--- config.mk ---
export PLATFORM = sky130hd
export DESIGN_NAME = matmul_seq_ctrl
export DESIGN_NICKNAME = d
export VERILOG_FILES = /design/src/rtl/matmul_pkg.sv /design/src/rtl/idx_gen.sv /design/src/rtl/matmul_seq_ctrl.sv
export SDC_FILE = /design/constraint.sdc
export NUM_CORES = 1
export LEC_CHECK = 0
export CORE_MARGIN = 4
export CORE_UTILIZATION = 45
export CTS_CLUSTER_SIZE = 25
export DETAILED_ROUTE_END_ITERATION = 12
export PLACE_DENSITY = 0.67
export SYNTH_ARGS = -nofsm -noshare
export SYNTH_HDL_FRONTEND = slang
export SYNTH_SLANG_ARGS = --single-unit
--- constraint.sdc ---
create_clock -name clk -period 10.1 [get_ports clk]
set_clock_uncertainty 0.2 [all_clocks]
set_input_delay 1.515 -clock clk [delete_from_list [all_inputs] [get_ports clk]]
set_output_delay 1.515 -clock clk [all_outputs]
set_load 0.01 [all_outputs]
--- src/rtl/matmul_pkg.sv ---
`default_nettype none
// ---------------------------------------------------------------------------
// Module   : matmul_pkg
// Brief    : Shared state encoding and default dimensions for matmul_seq_ctrl.
// Revision : 1.0 - initial release
// ---------------------------------------------------------------------------
package matmul_pkg;

   localparam int c_def_m         = 3;
   localparam int c_def_n         = 3;
   localparam int c_def_p         = 3;
   localparam int c_def_aw        = 8;
   localparam int c_def_out_beats = 3;

   typedef enum logic [3:0] {
      S_IDLE   = 4'd0,
      S_LOAD_A = 4'd1,
      S_LOAD_B = 4'd2,
      S_RD_C   = 4'd3,
      S_INIT   = 4'd4,
      S_RD_AB  = 4'd5,
      S_MAC    = 4'd6,
      S_WR_C   = 4'd7,
      S_OUT_RD = 4'd8,
      S_OUT_SH = 4'd9,
      S_FIN    = 4'd10
   } state_t;

   // Beat index width, never narrower than one bit.
   function automatic int beat_w(input int beats);
      return (beats > 1) ? $clog2(beats) : 1;
   endfunction

endpackage
`default_nettype wire

--- src/rtl/idx_gen.sv ---
`default_nettype none
// ---------------------------------------------------------------------------
// Module   : idx_gen
// Brief    : Load/output word counter and i/j/k loop indices with wrap logic.
// Revision : 1.0 - initial release
// ---------------------------------------------------------------------------
module idx_gen #(
   parameter int M  = 3,
   parameter int N  = 3,
   parameter int P  = 3,
   parameter int AW = 8
) (
   input  logic          clk,
   input  logic          rst,
   input  logic          i_job_clr,
   input  logic          i_ld_inc,
   input  logic          i_ld_clr,
   input  logic          i_k_step,
   input  logic          i_ij_step,
   output logic [AW-1:0] o_ld_cnt,
   output logic [AW-1:0] o_i,
   output logic [AW-1:0] o_j,
   output logic [AW-1:0] o_k,
   output logic          o_k_last,
   output logic          o_j_last,
   output logic          o_i_last
);

   localparam logic [AW-1:0] c_one  = AW'(1);
   localparam logic [AW-1:0] c_m_m1 = AW'(M - 1);
   localparam logic [AW-1:0] c_n_m1 = AW'(N - 1);
   localparam logic [AW-1:0] c_p_m1 = AW'(P - 1);

   logic [AW-1:0] r_ld;
   logic [AW-1:0] r_i;
   logic [AW-1:0] r_j;
   logic [AW-1:0] r_k;

   assign o_ld_cnt = r_ld;
   assign o_i      = r_i;
   assign o_j      = r_j;
   assign o_k      = r_k;
   assign o_k_last = (r_k == c_n_m1);
   assign o_j_last = (r_j == c_p_m1);
   assign o_i_last = (r_i == c_m_m1);

   always_ff @(posedge clk or negedge rst) begin
      if (!rst) begin
         r_ld <= '0;
         r_i  <= '0;
         r_j  <= '0;
         r_k  <= '0;
      end else if (i_job_clr) begin
         r_ld <= '0;
         r_i  <= '0;
         r_j  <= '0;
         r_k  <= '0;
      end else begin
         // Clear wins over increment so the terminal word leaves the counter at 0.
         if (i_ld_clr)
            r_ld <= '0;
         else if (i_ld_inc)
            r_ld <= r_ld + c_one;

         if (i_k_step)
            r_k <= o_k_last ? '0 : r_k + c_one;

         if (i_ij_step) begin
            if (o_j_last) begin
               r_j <= '0;
               r_i <= o_i_last ? '0 : r_i + c_one;
            end else begin
               r_j <= r_j + c_one;
            end
         end
      end
   end

endmodule
`default_nettype wire

--- src/rtl/matmul_seq_ctrl.sv ---
`default_nettype none
// ---------------------------------------------------------------------------
// Module   : matmul_seq_ctrl
// Brief    : Sequencer for load / multiply-accumulate / stream-out of C = A*B.
// Revision : 1.0 - initial release
// ---------------------------------------------------------------------------
module matmul_seq_ctrl
   import matmul_pkg::*;
#(
   parameter int M         = c_def_m,
   parameter int N         = c_def_n,
   parameter int P         = c_def_p,
   parameter int AW        = c_def_aw,
   parameter int OUT_BEATS = c_def_out_beats
) (
   input  logic                          clk,
   input  logic                          rst,
   input  logic                          start,
   input  logic                          acc_mode,
   input  logic                          in_valid,
   output logic                          in_ready,
   output logic                          mA_en,
   output logic                          mA_we,
   output logic [AW-1:0]                 mA_addr,
   output logic                          mB_en,
   output logic                          mB_we,
   output logic [AW-1:0]                 mB_addr,
   output logic                          mC_en,
   output logic                          mC_we,
   output logic [AW-1:0]                 mC_addr,
   output logic                          mac_ld,
   output logic                          mac_clr,
   output logic                          mac_init,
   output logic                          out_valid,
   input  logic                          out_ready,
   output logic [beat_w(OUT_BEATS)-1:0]  out_beat,
   output logic                          out_last,
   output logic                          busy,
   output logic                          done
);

   localparam int               c_bw        = beat_w(OUT_BEATS);
   localparam logic [AW-1:0]    c_n         = AW'(N);
   localparam logic [AW-1:0]    c_p         = AW'(P);
   localparam logic [AW-1:0]    c_mn_last   = AW'(M * N - 1);
   localparam logic [AW-1:0]    c_np_last   = AW'(N * P - 1);
   localparam logic [AW-1:0]    c_mp_last   = AW'(M * P - 1);
   localparam logic [c_bw-1:0]  c_beat_last = c_bw'(OUT_BEATS - 1);
   localparam logic [c_bw-1:0]  c_beat_one  = c_bw'(1);

   state_t          r_state;
   logic            r_mode;
   logic [c_bw-1:0] r_beat;

   logic [AW-1:0] w_ld, w_i, w_j, w_k;
   logic          w_k_last, w_j_last, w_i_last;
   logic          w_job_clr, w_ld_inc, w_ld_clr, w_k_step, w_ij_step;
   logic [AW-1:0] w_ij_addr, w_a_addr, w_b_addr;
   logic          w_beat_last, w_word_last;

   idx_gen #(.M(M), .N(N), .P(P), .AW(AW)) u_idx_gen (
      .clk       (clk),
      .rst       (rst),
      .i_job_clr (w_job_clr),
      .i_ld_inc  (w_ld_inc),
      .i_ld_clr  (w_ld_clr),
      .i_k_step  (w_k_step),
      .i_ij_step (w_ij_step),
      .o_ld_cnt  (w_ld),
      .o_i       (w_i),
      .o_j       (w_j),
      .o_k       (w_k),
      .o_k_last  (w_k_last),
      .o_j_last  (w_j_last),
      .o_i_last  (w_i_last)
   );

   // Products stay below 2^AW because every matrix fits in its AW-bit space.
   assign w_ij_addr   = w_i * c_p + w_j;
   assign w_a_addr    = w_i * c_n + w_k;
   assign w_b_addr    = w_k * c_p + w_j;
   assign w_beat_last = (r_beat == c_beat_last);
   assign w_word_last = (w_ld == c_mp_last);

   assign busy     = (r_state != S_IDLE);
   assign out_beat = r_beat;

   always_comb begin
      in_ready  = 1'b0;
      mA_en     = 1'b0;
      mA_we     = 1'b0;
      mA_addr   = '0;
      mB_en     = 1'b0;
      mB_we     = 1'b0;
      mB_addr   = '0;
      mC_en     = 1'b0;
      mC_we     = 1'b0;
      mC_addr   = '0;
      mac_ld    = 1'b0;
      mac_clr   = 1'b0;
      mac_init  = 1'b0;
      out_valid = 1'b0;
      out_last  = 1'b0;
      done      = 1'b0;
      w_job_clr = 1'b0;
      w_ld_inc  = 1'b0;
      w_ld_clr  = 1'b0;
      w_k_step  = 1'b0;
      w_ij_step = 1'b0;
      case (r_state)
         S_IDLE: w_job_clr = start;
         S_LOAD_A: begin
            in_ready = 1'b1;
            mA_en    = in_valid;
            mA_we    = in_valid;
            mA_addr  = w_ld;
            w_ld_inc = in_valid;
            w_ld_clr = in_valid && (w_ld == c_mn_last);
         end
         S_LOAD_B: begin
            in_ready = 1'b1;
            mB_en    = in_valid;
            mB_we    = in_valid;
            mB_addr  = w_ld;
            w_ld_inc = in_valid;
            w_ld_clr = in_valid && (w_ld == c_np_last);
         end
         S_RD_C: begin
            mC_en   = 1'b1;
            mC_addr = w_ij_addr;
         end
         S_INIT: mac_init = 1'b1;
         S_RD_AB: begin
            mA_en   = 1'b1;
            mB_en   = 1'b1;
            mA_addr = w_a_addr;
            mB_addr = w_b_addr;
         end
         S_MAC: begin
            mac_ld   = 1'b1;
            w_k_step = 1'b1;
         end
         S_WR_C: begin
            mC_en     = 1'b1;
            mC_we     = 1'b1;
            mC_addr   = w_ij_addr;
            mac_clr   = 1'b1;
            w_ij_step = 1'b1;
         end
         S_OUT_RD: begin
            mC_en   = 1'b1;
            mC_addr = w_ld;
         end
         S_OUT_SH: begin
            out_valid = 1'b1;
            out_last  = w_beat_last && w_word_last;
            w_ld_inc  = out_ready && w_beat_last && !w_word_last;
            w_ld_clr  = out_ready && w_beat_last && w_word_last;
         end
         S_FIN: done = 1'b1;
         default: ;
      endcase
   end

   always_ff @(posedge clk or negedge rst) begin
      if (!rst) begin
         r_state <= S_IDLE;
         r_mode  <= 1'b0;
         r_beat  <= '0;
      end else begin
         case (r_state)
            S_IDLE: begin
               if (start) begin
                  r_mode  <= acc_mode;
                  r_state <= S_LOAD_A;
               end
            end
            S_LOAD_A: if (w_ld_clr) r_state <= S_LOAD_B;
            S_LOAD_B: if (w_ld_clr) r_state <= r_mode ? S_RD_C : S_RD_AB;
            S_RD_C:   r_state <= S_INIT;
            S_INIT:   r_state <= S_RD_AB;
            S_RD_AB:  r_state <= S_MAC;
            S_MAC:    r_state <= w_k_last ? S_WR_C : S_RD_AB;
            S_WR_C: begin
               if (w_i_last && w_j_last)
                  r_state <= S_OUT_RD;
               else
                  r_state <= r_mode ? S_RD_C : S_RD_AB;
            end
            S_OUT_RD: begin
               r_beat  <= '0;
               r_state <= S_OUT_SH;
            end
            S_OUT_SH: begin
               if (out_ready) begin
                  if (w_beat_last) begin
                     r_beat  <= '0;
                     r_state <= w_word_last ? S_FIN : S_OUT_RD;
                  end else begin
                     r_beat <= r_beat + c_beat_one;
                  end
               end
            end
            S_FIN:   r_state <= S_IDLE;
            default: r_state <= S_IDLE;
         endcase
      end
   end

endmodule
`default_nettype wire

Word level (Yosys, flattened, before mapping)

Index checks and enable logic that the tools add are counted.

Register bits after elaboration: 39

Add/sub/neg operators: 8
$mul: 2
Equality and inequality tests: 20
Muxes and demuxes: 44
Reductions and logical operators: 21

Operators with widths:

| operator                                                           | count |
|---|---|
| 8-bit two-way mux                                                  | 13 |
| 8-bit case mux with 2 select lines                                 | 3 |
| 4-bit case mux with 10 select lines                                | 1 |
| 8-bit by 1-bit adder with 8-bit output, second input constant      | 4 |
| 8-bit adder                                                        | 3 |
| 8-bit by 2-bit == test with 1-bit output, second input constant    | 3 |
| 4-bit two-way mux                                                  | 6 |
| 4-bit by 3-bit == test with 1-bit output, second input constant    | 4 |
| 8-bit by 2-bit multiplier with 8-bit output, second input constant | 2 |
| 4-bit == test, second input constant                               | 3 |
| 1-bit two-way mux                                                  | 11 |
| 4-bit by 2-bit == test with 1-bit output, second input constant    | 2 |
| 8-bit by 4-bit == test with 1-bit output, second input constant    | 1 |
| 2-bit two-way mux                                                  | 4 |
| 1-bit case mux with 2 select lines                                 | 4 |
| 2-bit nonzero test                                                 | 4 |
| 1-bit logical AND                                                  | 6 |
| 2-bit != test, second input constant                               | 3 |
| 2-bit AND reduction                                                | 3 |
| 5-bit AND reduction                                                | 1 |
| 4-bit by 1-bit == test with 1-bit output, second input constant    | 1 |
| 4-bit logical NOT                                                  | 1 |
| 2-bit by 1-bit != test with 1-bit output, second input constant    | 2 |
| 2-bit case mux with 2 select lines                                 | 1 |
| other kinds (8)                                                    | 9 |

Depth between registers and ports, before layout

Depth after elaboration: 7
Depth in mapped cells: 13
Mapped depth without buffers: 13

Hierarchy

From an unflattened synthesis, not the netlist that was laid out.

Cells, all modules: 429
Area, all modules: 3861.2 um^2

By module, submodules not included:

| module          | instances | cells an instance | area an instance (um^2) | seq. area each (um^2) |
|---|---|---|---|---|
| matmul_seq_ctrl | 1         | 249               | 2049.5                  | 175.2 |
| idx_gen         | 1         | 180               | 1811.7                  | 800.8 |

Worst setup path after synthesis

OpenSTA, ideal clock, no wires.

Path type: reg2out
From: register u_idx_gen.r_i[1] (netlist: u_idx_gen.o_i[1])
To: output port mA_addr[7]
Data arrival time: 2714 ps
Data required time: 8385 ps
Path slack: 5671 ps
Cell stages (with the launch flop): 12
Path buffers: 0
Cell sequence: dfrtp_1 -> ha_1 -> fa_1 -> a21oi_1 -> o21ai_0 -> o21a_1 -> ha_1 -> or4_1 -> o22ai_1 -> xnor2_1 -> xnor2_1 -> o21ai_1

Cells in the longest elaborated chain, start to end: 3

RTL lines:

| what                                        | RTL line               | text |
|---|---|---|
| start, declared                             | idx_gen.sv:35          | `logic [AW-1:0] r_i;` |
| start signal, assigned                      | idx_gen.sv:71          | `r_i <= o_i_last ? '0 : r_i + c_one;` |
| 8-bit by 2-bit multiplier with 8-bit output | matmul_seq_ctrl.sv:80  | `assign w_a_addr = w_i * c_n + w_k;` |
| 8-bit adder                                 | matmul_seq_ctrl.sv:80  |  |
| 8-bit case mux with 2 select lines          | matmul_seq_ctrl.sv:110 | `case (r_state)` |
| end, declared                               | matmul_seq_ctrl.sv:24  | `output logic [AW-1:0] mA_addr,` |

No other way between the ends.

Worst setup path after layout

From: register u_idx_gen.r_i[0] (netlist: u_idx_gen.o_i[0])
To: output port mA_addr[7]

Same word-level chain as after synthesis.

==> flow_metrics.py <==
metrics = {
    "clock_tree": {
        "clkSlewWorstSetupHoldPaths_ns": 0.08,
        "cts-htree-levels": 2,
        "clk_latency_ns": 0.30,
        "cts_buffers": 5,
        "cts_sinks": 39,
        "clock_path_buffers": 2,
        "root_buffer": "clkbuf_8",
        "postCtsHoldBufs": 0,
        "cts_setup_buffers": 0,
        "cts_tree": "done",
        "cts_resized": 0,
    },
    "setup_path": {
        "required_ns": 8.39,
        "cpLargestDelayFamily": "adder cells",
        "cp_cell_sequence": "ha_1 -> fa_1 -> a21oi_1 -> o21ai_0 -> o21a_1 -> ha_1 -> or4_1 -> o22ai_1 -> xnor2_1 -> xnor2_1 -> o21ai_1 -> clkdlybuf4s50_1",
        "cp_max_fo": 5,
        "worst_r2r_path_depth": 7,
        "path_class": "reg2out",
        "arrival_ns": 3.77,
        "slowest_stage": "clkdlybuf4s50_1",
        "cp.buffers_inverters": 1,
        "r2r-end": "u_idx_gen.o_i[4]$_DFFE_PN0P_",
        "max_stage_delay_ns": 0.56,
        "startpoint_type": "flip-flop",
        "r2r_slack_ns": 7.53,
        "rr_startpoint": "u_idx_gen.o_j[1]$_DFFE_PN0P_",
        "crit_path_end_kind": "output pin",
    },
    "die": {
        "dieArea_mm2": 0.00999,
        "num_rows": 33,
        "boundaryPins": 46,
        "chipHeight_um": 100,
        "core_area_mm2": 0.00822,
        "start_util": 0.463,
        "die_x_um": 100,
    },
    "power_and_ir_drop": {
        "seqPwrFrac": 0.574,
        "p_per_area_mw_per_mm2": 63.7,
        "switching_power_uw": 67.2,
        "power.share.clock": 0.373,
        "swShare": 0.240,
        "pwr-share-comb": 0.053,
        "p_leak_nw": 1.99,
        "vdd_drop_max_mv": 0.0467,
        "p_int_uw": 212,
    },
    "logic_synthesis": {
        "ys_warn_count": 0,
        "ys_seq_elements": 39,
        "synthTopCellsByCount": "ha_1 (45), nor2_1 (45), nand2_1 (41), dfrtp_1 (39), inv_1 (38)",
        "synth_sequential_area_ratio": 0.256,
        "synthFlopType": "dfrtp_1",
        "yosys-top-cells-area": "dfrtp_1 (26%), ha_1 (15%), xnor2_1 (6.2%)",
        "synth.distinct_cells": 60,
        "yosysTopAreaCellShare": 0.256,
        "synth.largest_area_cell": "dfrtp_1",
        "postSynth.asyncResetShare": 1.00,
        "synth_edf_count": 0,
        "synth_fp_nets": 503,
        "synthCells": 442,
        "syn_avg_cell_area_um2": 8.61,
        "netlist_area_mm2": 0.00380,
    },
    "grt": {
        "grt_pass1_vias": 3208,
        "grt_util_met2": 0.345,
        "track_usage": 0.206,
        "overflow": 0,
        "busiest_layer": "met2",
        "antenna_found_initial": 0,
        "grt_pass1_wl_mm": 16.3,
        "grt_max_degree": 40,
        "use_met3": 0.0285,
        "grt_util_met1": 0.274,
    },
    "worst_hold_path": {
        "holdPathStages": 1,
        "hold_class": "reg2reg",
        "hold_end": "out_beat[1]$_DFFE_PN0P_",
        "hp-start": "out_beat[1]$_DFFE_PN0P_",
    },
    "timing": {
        "worst_pin_slew_ns": 0.986,
        "finalSetupViolCount": 0,
        "layout_min_cycle_time_ns": 5.49,
        "fin_tns_setup_ns": 0,
        "slew_headroom": 0.337,
        "rsz0062_at_grt": "no",
        "hold_slack_ns": 0.338,
        "hold_viol": 0,
        "setup_slack_ns": 4.61,
        "fmax_mhz": 182,
        "drv_slew": 0,
        "period_share": 0.544,
    },
    "detailed_routing": {
        "drcViolationCount": 0,
        "routed_via_density": 5.56,
        "finalWirelength_mm": 9.83,
        "vias": 3264,
        "postRouteAntennaNets": 0,
        "post_drt_wl_per_cell_um": 16.8,
        "drt-initial-drc-count": 126,
        "dr.pass1.iters": 4,
    },
    "placed_design": {
        "preCtsSetupSlack_ns": 4.95,
        "gp_congestion": 0.949,
        "io_buffer_count": 45,
        "dp_hpwl_mm": 7.75,
    },
    "layout": {
        "antennaDiodeCount": 0,
        "fin_util": 0.534,
        "final_nets": 542,
        "layout-drive-gt1-share": 0.0519,
        "area_delta_synth_final_pct": 15.3,
    },
    "status": {
        "status": "completed",
    },
    "run": {
        "maxCapViolations": 0,
    },
}
[final cells by class]
type                    count  area, um2
fillers                   792       3830
flip-flops and latches     39        976
clock inverters             1       5.00
well taps                 105        131
inverters                  40        150
repair buffers             45        445
clock buffers               7       76.3
multi-input cells         350       2600
[registers in the layout (all words and copies together) (netlist names)]
register,flops
u_idx_gen.o_k,8
u_idx_gen.o_ld_cnt,8
u_idx_gen.o_i,8
r_state,4
out_beat,2
r_mode,1
u_idx_gen.o_j,8
[worst max-delay path by stage]
stage | cells past startpoint | start | end | slack, ns
after floorplan | 11 | u_idx_gen.o_i[1]$_DFFE_PN0P_ | mA_addr[7] | 5.67
after global placement | 12 | u_idx_gen.o_i[1]$_DFFE_PN0P_ | mA_addr[7] | 5.05
after CTS | 12 | u_idx_gen.o_i[0]$_DFFE_PN0P_ | mA_addr[7] | 4.61
final | 12 | u_idx_gen.o_i[0]$_DFFE_PN0P_ | mA_addr[7] | 4.61
after detailed placement | 12 | u_idx_gen.o_i[0]$_DFFE_PN0P_ | mA_addr[7] | 4.95
after global routing | 12 | u_idx_gen.o_i[0]$_DFFE_PN0P_ | mA_addr[7] | 4.36
[metrics by stage]
| stage | instance area, um2 | power [mW] | std cells |
|---|---|---|---|
| after global placement | 4310 | 0.178 | 579 |
| final | 4390 | 0.279 | 587 |
| after CTS | 4390 | 0.285 | 587 |
| after global routing | 4390 | 0.291 | 587 |
| after detailed placement | 4310 | 0.179 | 579 |
| after floorplan | 3800 | 0.169 | 442 |
[kinds of logic (layout without fill, tap and decap cells)]
group	Yosys count	in the layout	share of synthesized area
AND/OR/NAND/NOR	151	151	0.203
multiplexers	2	2	0.00559
adder cells (fa/ha/maj)	55	55	0.201
buffers and inverters	53	93	0.0595
flip-flops	39	39	0.256
XOR/XNOR	41	41	0.0983
AO/OA/AOI/OAI	101	101	0.177
[power by group through the flow]
| stage | Combinational [mW] | Sequential (mW) | Clock, mW |
|---|---|---|---|
| 3_3_place_gp | 0.0149 | 0.163 | 0 |
| 2_1_floorplan | 0.00704 | 0.162 | 0 |
| 6_report | 0.0148 | 0.160 | 0.104 |
| 5_1_grt | 0.0170 | 0.161 | 0.113 |
| 4_1_cts | 0.0154 | 0.160 | 0.109 |
| 3_5_place_dp | 0.0152 | 0.163 | 0 |
[per-layer routing]
layer,part of all wire,wire [um]
met1,0.45,4410
met2,0.48,4760
met3,0.048,468
met4,0.019,189
met5,0,0
[placed cells by master (no fill, tap or decap), types with 3 or more instances in the layout]
cell type        Yosys  final
nor3_1               8      8
o21a_1               3      3
nand4_1              9      9
o21ai_0             22     22
xnor2_1             27     27
o21ai_1              5      5
and3_1               4      4
nand2_1             41     41
o21bai_1             4      4
or2_2                4      4
or3_1                3      3
fa_1                10     10
a21o_1               4      4
o21ai_2              3      3
nor2b_1              7      7
nand3_1             10     10
ha_1                45     45
a211oi_1             4      4
clkdlybuf4s50_1      0     44
nand2b_1             5      5
a21oi_1             24     24
clkbuf_8             0      5
inv_1               38     38
dfrtp_1             39     39
o31ai_1              5      5
xor2_1              13     13
a22o_1              10     10
nor2_1              45     45
(Power assumes the default switching activity.)
